**src/rtl/status_monitor.sv**
```systemverilog
// status_monitor: rstatus register with bex forwarding and a timestamped
// event FIFO that logs every nonzero status write.
module status_monitor #(
    parameter int unsigned DEPTH  = 4,
    parameter int unsigned TS_W   = 16,
    parameter int unsigned DROP_W = 8
) (
    input  logic                     clock,
    input  logic                     reset,
    input  logic                     status_we,
    input  logic [26:0]              status_in,
    input  logic                     status_clr,
    input  logic                     bex_valid,
    input  logic [26:0]              bex_target,
    output logic                     bex_taken,
    output logic [26:0]              bex_pc,
    output logic [26:0]              status_q,
    output logic                     evt_valid,
    input  logic                     evt_ready,
    output logic [26:0]              evt_code,
    output logic [TS_W-1:0]          evt_time,
    output logic [$clog2(DEPTH):0]   evt_count,
    output logic [DROP_W-1:0]        drop_count
);

    localparam int unsigned AW = $clog2(DEPTH);
    localparam int unsigned CW = AW + 1;

    logic [TS_W-1:0]   r_ts;
    logic [26:0]       r_status;
    logic              r_bex_taken;
    logic [26:0]       r_bex_pc;
    logic [26:0]       r_code [DEPTH];
    logic [TS_W-1:0]   r_time [DEPTH];
    logic [AW-1:0]     r_wptr;
    logic [AW-1:0]     r_rptr;
    logic [CW-1:0]     r_count;
    logic [DROP_W-1:0] r_drop;

    logic [26:0]       w_eff;
    logic              w_push;
    logic              w_pop;
    logic              w_full;
    logic              w_empty;
    logic              w_push_ok;
    logic              w_drop;

    // Combinational view of status for bex and the FIFO push/pop decisions
    always_comb begin
        w_eff = r_status;
        if (status_we) begin
            w_eff = status_in;
        end else if (status_clr) begin
            w_eff = '0;
        end
        w_empty   = (r_count == '0);
        w_full    = (r_count == CW'(DEPTH));
        w_push    = status_we && (status_in != '0);
        w_pop     = !w_empty && evt_ready;
        // A full FIFO still accepts a push when the head leaves in the same cycle
        w_push_ok = w_push && (!w_full || w_pop);
        w_drop    = w_push && w_full && !w_pop;
    end

    // Free-running timestamp
    always_ff @(posedge clock) begin
        if (reset) begin
            r_ts <= '0;
        end else begin
            r_ts <= r_ts + TS_W'(1);
        end
    end

    // Architectural status register; write has priority over clear
    always_ff @(posedge clock) begin
        if (reset) begin
            r_status <= '0;
        end else if (status_we) begin
            r_status <= status_in;
        end else if (status_clr) begin
            r_status <= '0;
        end
    end

    // bex resolution against the forwarded status value
    always_ff @(posedge clock) begin
        if (reset) begin
            r_bex_taken <= 1'b0;
            r_bex_pc    <= '0;
        end else begin
            r_bex_taken <= bex_valid && (w_eff != '0);
            if (bex_valid && (w_eff != '0)) begin
                r_bex_pc <= bex_target;
            end
        end
    end

    // Event FIFO storage
    always_ff @(posedge clock) begin
        if (w_push_ok) begin
            r_code[r_wptr] <= status_in;
            r_time[r_wptr] <= r_ts;
        end
    end

    // Event FIFO pointers, occupancy and saturating drop counter
    always_ff @(posedge clock) begin
        if (reset) begin
            r_wptr  <= '0;
            r_rptr  <= '0;
            r_count <= '0;
            r_drop  <= '0;
        end else begin
            if (w_push_ok) begin
                r_wptr <= r_wptr + AW'(1);
            end
            if (w_pop) begin
                r_rptr <= r_rptr + AW'(1);
            end
            case ({w_push_ok, w_pop})
                2'b10:   r_count <= r_count + CW'(1);
                2'b01:   r_count <= r_count - CW'(1);
                default: r_count <= r_count;
            endcase
            if (w_drop && (r_drop != '1)) begin
                r_drop <= r_drop + DROP_W'(1);
            end
        end
    end

    assign bex_taken  = r_bex_taken;
    assign bex_pc     = r_bex_pc;
    assign status_q   = r_status;
    assign evt_valid  = !w_empty;
    assign evt_code   = w_empty ? '0 : r_code[r_rptr];
    assign evt_time   = w_empty ? '0 : r_time[r_rptr];
    assign evt_count  = r_count;
    assign drop_count = r_drop;

endmodule

```
**config.mk**
```make
export PLATFORM = sky130hd
export DESIGN_NAME = status_monitor
export DESIGN_NICKNAME = d
export VERILOG_FILES = /design/src/rtl/status_monitor.sv
export SDC_FILE = /design/constraint.sdc
export NUM_CORES = 1
export LEC_CHECK = 0
export BUFFER_PORTS_ARGS = -buffer_cell sky130_fd_sc_hd__buf_4
export CORE_ASPECT_RATIO = 1.5
export CORE_MARGIN = 8
export CORE_UTILIZATION = 49
export DETAILED_ROUTE_END_ITERATION = 12
export PLACE_DENSITY = 0.7
export SYNTH_ARGS = -nofsm -noshare
export SYNTH_HDL_FRONTEND = slang
export SYNTH_SLANG_ARGS = --single-unit
```
**constraint.sdc**
```tcl
create_clock -name clock -period 5.6 [get_ports clock]
set_clock_uncertainty 0.1 [all_clocks]
set_input_delay 0.28 -clock clock [delete_from_list [all_inputs] [get_ports clock]]
set_output_delay 0.28 -clock clock [all_outputs]
set_load 0.01 [all_outputs]
```
; Yosys cells after proc, flatten, opt, wreduce, memory -nomap -nowiden
; Memories as Yosys holds them, arrays and structs flattened. A register that Yosys moved wholly into a read port is not among the register bits.
; Index checks and enable logic that the tools add are counted.
[totals]
reg_bits = 86
ram_bits = 172
input_bits = 60
elab_cells = 46
n_memories = 2
[memory_table]
columns = memory, words, width, rd, rd_clocked_by_memory_dff, wr, line
row1 = r_code, 4, 27, 1, 1, 1, 33  ; logic [26:0] r_code [DEPTH];
row2 = r_time, 4, 16, 1, 1, 1, 34  ; logic [TS_W-1:0] r_time [DEPTH];
[classes]
addsub = 6
eq_ne = 4
n_mux = 11
n_reduce_logical = 15
[ops]
columns = op, count
row1 = two-way mux 27 bit, 3
row2 = nonzero test 27 bit, 2
row3 = adder 16 x 1 -> 16 bit (second input constant), 1
row4 = two-way mux 16 bit, 1
row5 = adder 8 x 1 -> 8 bit (second input constant), 1
row6 = two-way mux 2 bit, 4
row7 = != test 8 bit (second input constant), 1
row8 = logical AND 1 bit, 7
row9 = case mux 3 bit (2 select lines), 1
row10 = adder 2 x 1 -> 2 bit (second input constant), 2
row11 = adder 3 x 1 -> 3 bit (second input constant), 1
row12 = equality test 3 bit (second input constant), 1
row13 = logical NOT 1 bit, 3
row14 = logical NOT 3 bit, 1
row15 = subtractor 3 x 1 -> 3 bit (second input constant), 1
row16 = equality test 2 x 1 -> 1 bit (second input constant), 1
row17 = equality test 2 bit (second input constant), 1
row18 = two-way mux 1 bit, 2
row19 = nonzero test 2 bit, 1
row20 = logical OR 1 bit, 1

; Longest topological paths before layout
[logic_depth]
depth_word = 7
mapped_depth = 10
depth_no_buf = 9

; Worst setup path after synthesis
; No wires, ideal clock.
[synth_timing]
path_kind = input -> register
startpoint = in status_in[19]
endpoint = mem r_code[0][0], enable pin
arrival_ns = 2.041
setup_slack_ns = 3.055
path_stages = 5
cell_sequence = nor4_1 > nand3_1 > o21a_1 > clkbuf_1 > and3_1
[synth_via]
elab_chain_cells = 5
[synth_rtl]
columns = item, line
row1 = from (decl), 11  ; input logic [26:0] status_in,
row2 = nonzero test 27 bit, 58  ; w_push = status_we && (status_in != '0);
row3 = logical AND 1 bit, 58
row4 = logical AND 1 bit, 61  ; w_push_ok = w_push && (!w_full || w_pop);
row5 = two-way mux 1 bit, 100  ; if (w_push_ok) begin
row6 = two-way mux 1 bit (implied by the code), 101  ; r_code[r_wptr] <= status_in;
row7 = to (decl), 33
; No other way between the ends.

==> flow_summary.json <==
{
  "cts_tree": "built",
  "ys_warn_count": 0,
  "yosys.area.top_type": "edfxtp_1",
  "hold_path_class": "input port to flip-flop",
  "grt_pass1_vias": 6990,
  "htreeDepth": 1,
  "synth_cell_types": 45,
  "num-fill-cells": 1552,
  "ys_seq_elements": 260,
  "report.final.slew_viol_count": 0,
  "cts_hold_buf": 54,
  "cts_buffers": 23,
  "core_area_um2": 20820,
  "die_x_um": 134.2,
  "cap_violations": 0,
  "synth_fp_nets": 747,
  "finalSetupViolCount": 0,
  "die_y_um": 193.3,
  "endpoint_kind": "primary output",
  "cts_resized": 0,
  "netlist_instances": 680,
  "path_class": "flip-flop to primary output",
  "synth_compound_area_share_pct": 4.069,
  "synth_top_flop_cell": "edfxtp_1",
  "power.density_nw_per_um2": 363.4,
  "p_leak_nw": 4.783,
  "drt_iter0_drc": 444,
  "gp_congestion": 0.8023,
  "area_delta_synth_final_pct": 27.01,
  "synth-simple-area-share_pct": 12.10,
  "antenna_cells": 0,
  "drt-pass1-iter-count": 5,
  "antenna_found_initial": 0,
  "avgRoutedWirePerCell_um": 20.17,
  "worst_slew_pin_slew_ns": 1.162,
  "seqCellArea_um2": 6929,
  "synthTopCellsByArea": "edfxtp_1 (50%), dfxtp_1 (17%), mux4_2 (9.4%), nand2b_1 (3.5%), mux2i_1 (2.8%)",
  "synth_top_family_by_area": "multiplexers",
  "grt_pass1_wl_um": 37200,
  "async_reset_ff_share_pct": 0,
  "gr-usage-met3_pct": 4.927,
  "num_vias": 6434,
  "io_pins": 170,
  "multi_input_area_um2": 3177,
  "hpwl_um": 15500,
  "start_util_pct": 49.33,
  "die_area_um2": 25950,
  "wirelength_um": 23700,
  "status": "complete, no violations",
  "crit_arrival_ns": 2.89,
  "cp_data_required_time_ns": 5.22,
  "synth_top_area_share_pct": 50.29,
  "start_kind": "flip-flop",
  "io_buffers": 169,
  "slew_headroom_pct": 22.51,
  "busiest_layer": "met2",
  "finalNetCount": 958,
  "clkSlewWorstSetupHoldPaths_ns": 0.06,
  "grt_usage_pct": 17.92,
  "vias_per_cell": 5.476,
  "synthAdderAreaFrac_pct": 0.9258,
  "finalHoldViolations": 0,
  "layout-drive-gt1-share_pct": 28.67,
  "clkSinkCount": 260,
  "synth_edf_count": 172,
  "grt_overflow_total": 0,
  "grt_max_degree": 117,
  "max-clock-path-buffers": 3,
  "grt_use_met2_pct": 32.45,
  "drc_errors": 0,
  "finalCriticalPeriod_ns": 3.268,
  "clock_latency_ns": 0.50,
  "syn_area_per_cell_um2": 15.10,
  "yosysSeqAreaShare_pct": 67.44,
  "post_cts_buffers": 0,
  "design_area_um2": 13050,
  "max_freq_mhz": 306.0,
  "clockRootBuffer": "clkbuf_16",
  "synth-xor-area-share_pct": 1.194,
  "min_period_over_period_pct": 58.36,
  "rows": 65,
  "rsz0062_at_grt": "false",
  "setup_tns_ns": 0,
  "placed_area_um2": 11740,
  "use_met1_pct": 18.93,
  "crit_fanout": 26,
  "synthesis.area_um2": 10270,
  "vdd_drop_max_mv": 0.1947,
  "route.antenna.remaining_nets": 0,
  "synthMuxAreaShare_pct": 12.47
}
[layer usage]
| metal | up-vias | routed length [µm] |
|---|---|---|
| met5 | - | 0 |
| met4 | 0 | 845 |
| met3 | 56 | 1759 |
| met2 | 227 | 12550 |
| met1 | 3176 | 8546 |
| li1 | 2975 | - |
[critical path, stage by stage, from the launching register on]
cell,delay [ns]
dfxtp_2,0.97
buf_4,0.49
mux4_2,0.59
and2_1,0.18
buf_4,0.14
[registers in the layout, summed over array words and instances, names as in the netlist, named ones only]
name and cells:
r_time 64, drop_count 8, evt_count 3, bex_taken 1, r_code 108, status_q 27
bex_pc 27, r_rptr 2, r_ts 16, r_wptr 2
[kinds of logic (layout without fill, tap and decap cells)]
| group | count (synthesis) | in the layout |
|---|---|---|
| muxes | 74 | 74 |
| and+or+nand+nor | 221 | 221 |
| AOI/OAI and AO/OA | 60 | 60 |
| adders and majority gates | 7 | 7 |
| xor gates and xnor gates | 14 | 14 |
| DFF | 260 | 260 |
| buffers and inverters | 44 | 271 |
[through the flow]
| stage | cells | utilization (%) | hold slack [ns] | power [mW] | worst slack, ns |
|---|---|---|---|---|---|
| finish | 1175 | 62.66 | 0.05752 | 4.741 | 2.332 |
| CTS | 1175 | 62.66 | 0.05449 | 4.787 | 2.228 |
| global placement | 1080 | 56.41 | 0.3580 | 3.153 | 2.626 |
| global route | 1175 | 62.66 | 0.1196 | 4.926 | 2.132 |
| floorplan | 680 | - | 0.2789 | 2.770 | 3.055 |
| detailed placement | 1080 | 56.41 | 0.3700 | 3.178 | 2.447 |
[synth_stat cells (2+ instances only)]
| library cell | n |
|---|---|
| a21oi_1 | 14 |
| a22oi_1 | 26 |
| and2_1 | 43 |
| and3_1 | 3 |
| buf_1 | 3 |
| buf_2 | 7 |
| clkbuf_1 | 27 |
| dfxtp_1 | 88 |
| edfxtp_1 | 172 |
| ha_1 | 6 |
| inv_1 | 5 |
| mux2i_1 | 29 |
| mux4_2 | 43 |
| nand2_1 | 9 |
| nand2b_1 | 57 |
| nand3_1 | 16 |
| nand4_1 | 5 |
| nor2_1 | 47 |
| nor2b_1 | 4 |
| nor3_1 | 3 |
| nor3b_1 | 2 |
| nor4_1 | 17 |
| o211ai_1 | 2 |
| o21ai_0 | 7 |
| o22ai_1 | 2 |
| o31ai_1 | 3 |
| or3_1 | 8 |
| or4_1 | 3 |
| xnor2_1 | 7 |
| xor2_1 | 7 |
[placed cells by master (no fill, tap or decap), drive strengths merged, types with 14 or more instances in the layout]
cell,netlist,routed
and2,43,43
nand2b,57,57
buf,12,171
clkbuf,27,27
nand3,16,16
dlygate4sd3,0,54
mux4,43,43
mux2i,29,29
dfxtp,88,88
edfxtp,172,172
nor2,47,47
a21oi,14,14
nor4,17,17
a22oi,26,26
[power breakdown]
group          switching (mW)  internal (mW)  total, mW
sequential             0.0967           2.16       2.26
clock                   0.657          0.939       1.60
combinational           0.407          0.480      0.888
[final timing paths]
check | from | end | slack (ns) | depth (start not counted)
hold / removal | status_clr | status_q[25] | 0.06 | 4
setup reg to reg | evt_count[0] | evt_count[2] | 3.07 | 9
hold reg to reg | bex_pc[9] | bex_pc[9] | 0.38 | 2
setup / recovery | flip-flop | evt_code[13] | 2.33 | 4
[cell type report]
type	instances	share of cell area, %
flip-flops and latches	260	53.12
multi-input cells	376	24.35
well taps	268	2.571
clock buffers	27	4.527
repair buffers	225	13.98
inverters	5	0.1439
clock inverters	14	1.304
(Power assumes the default switching activity.)
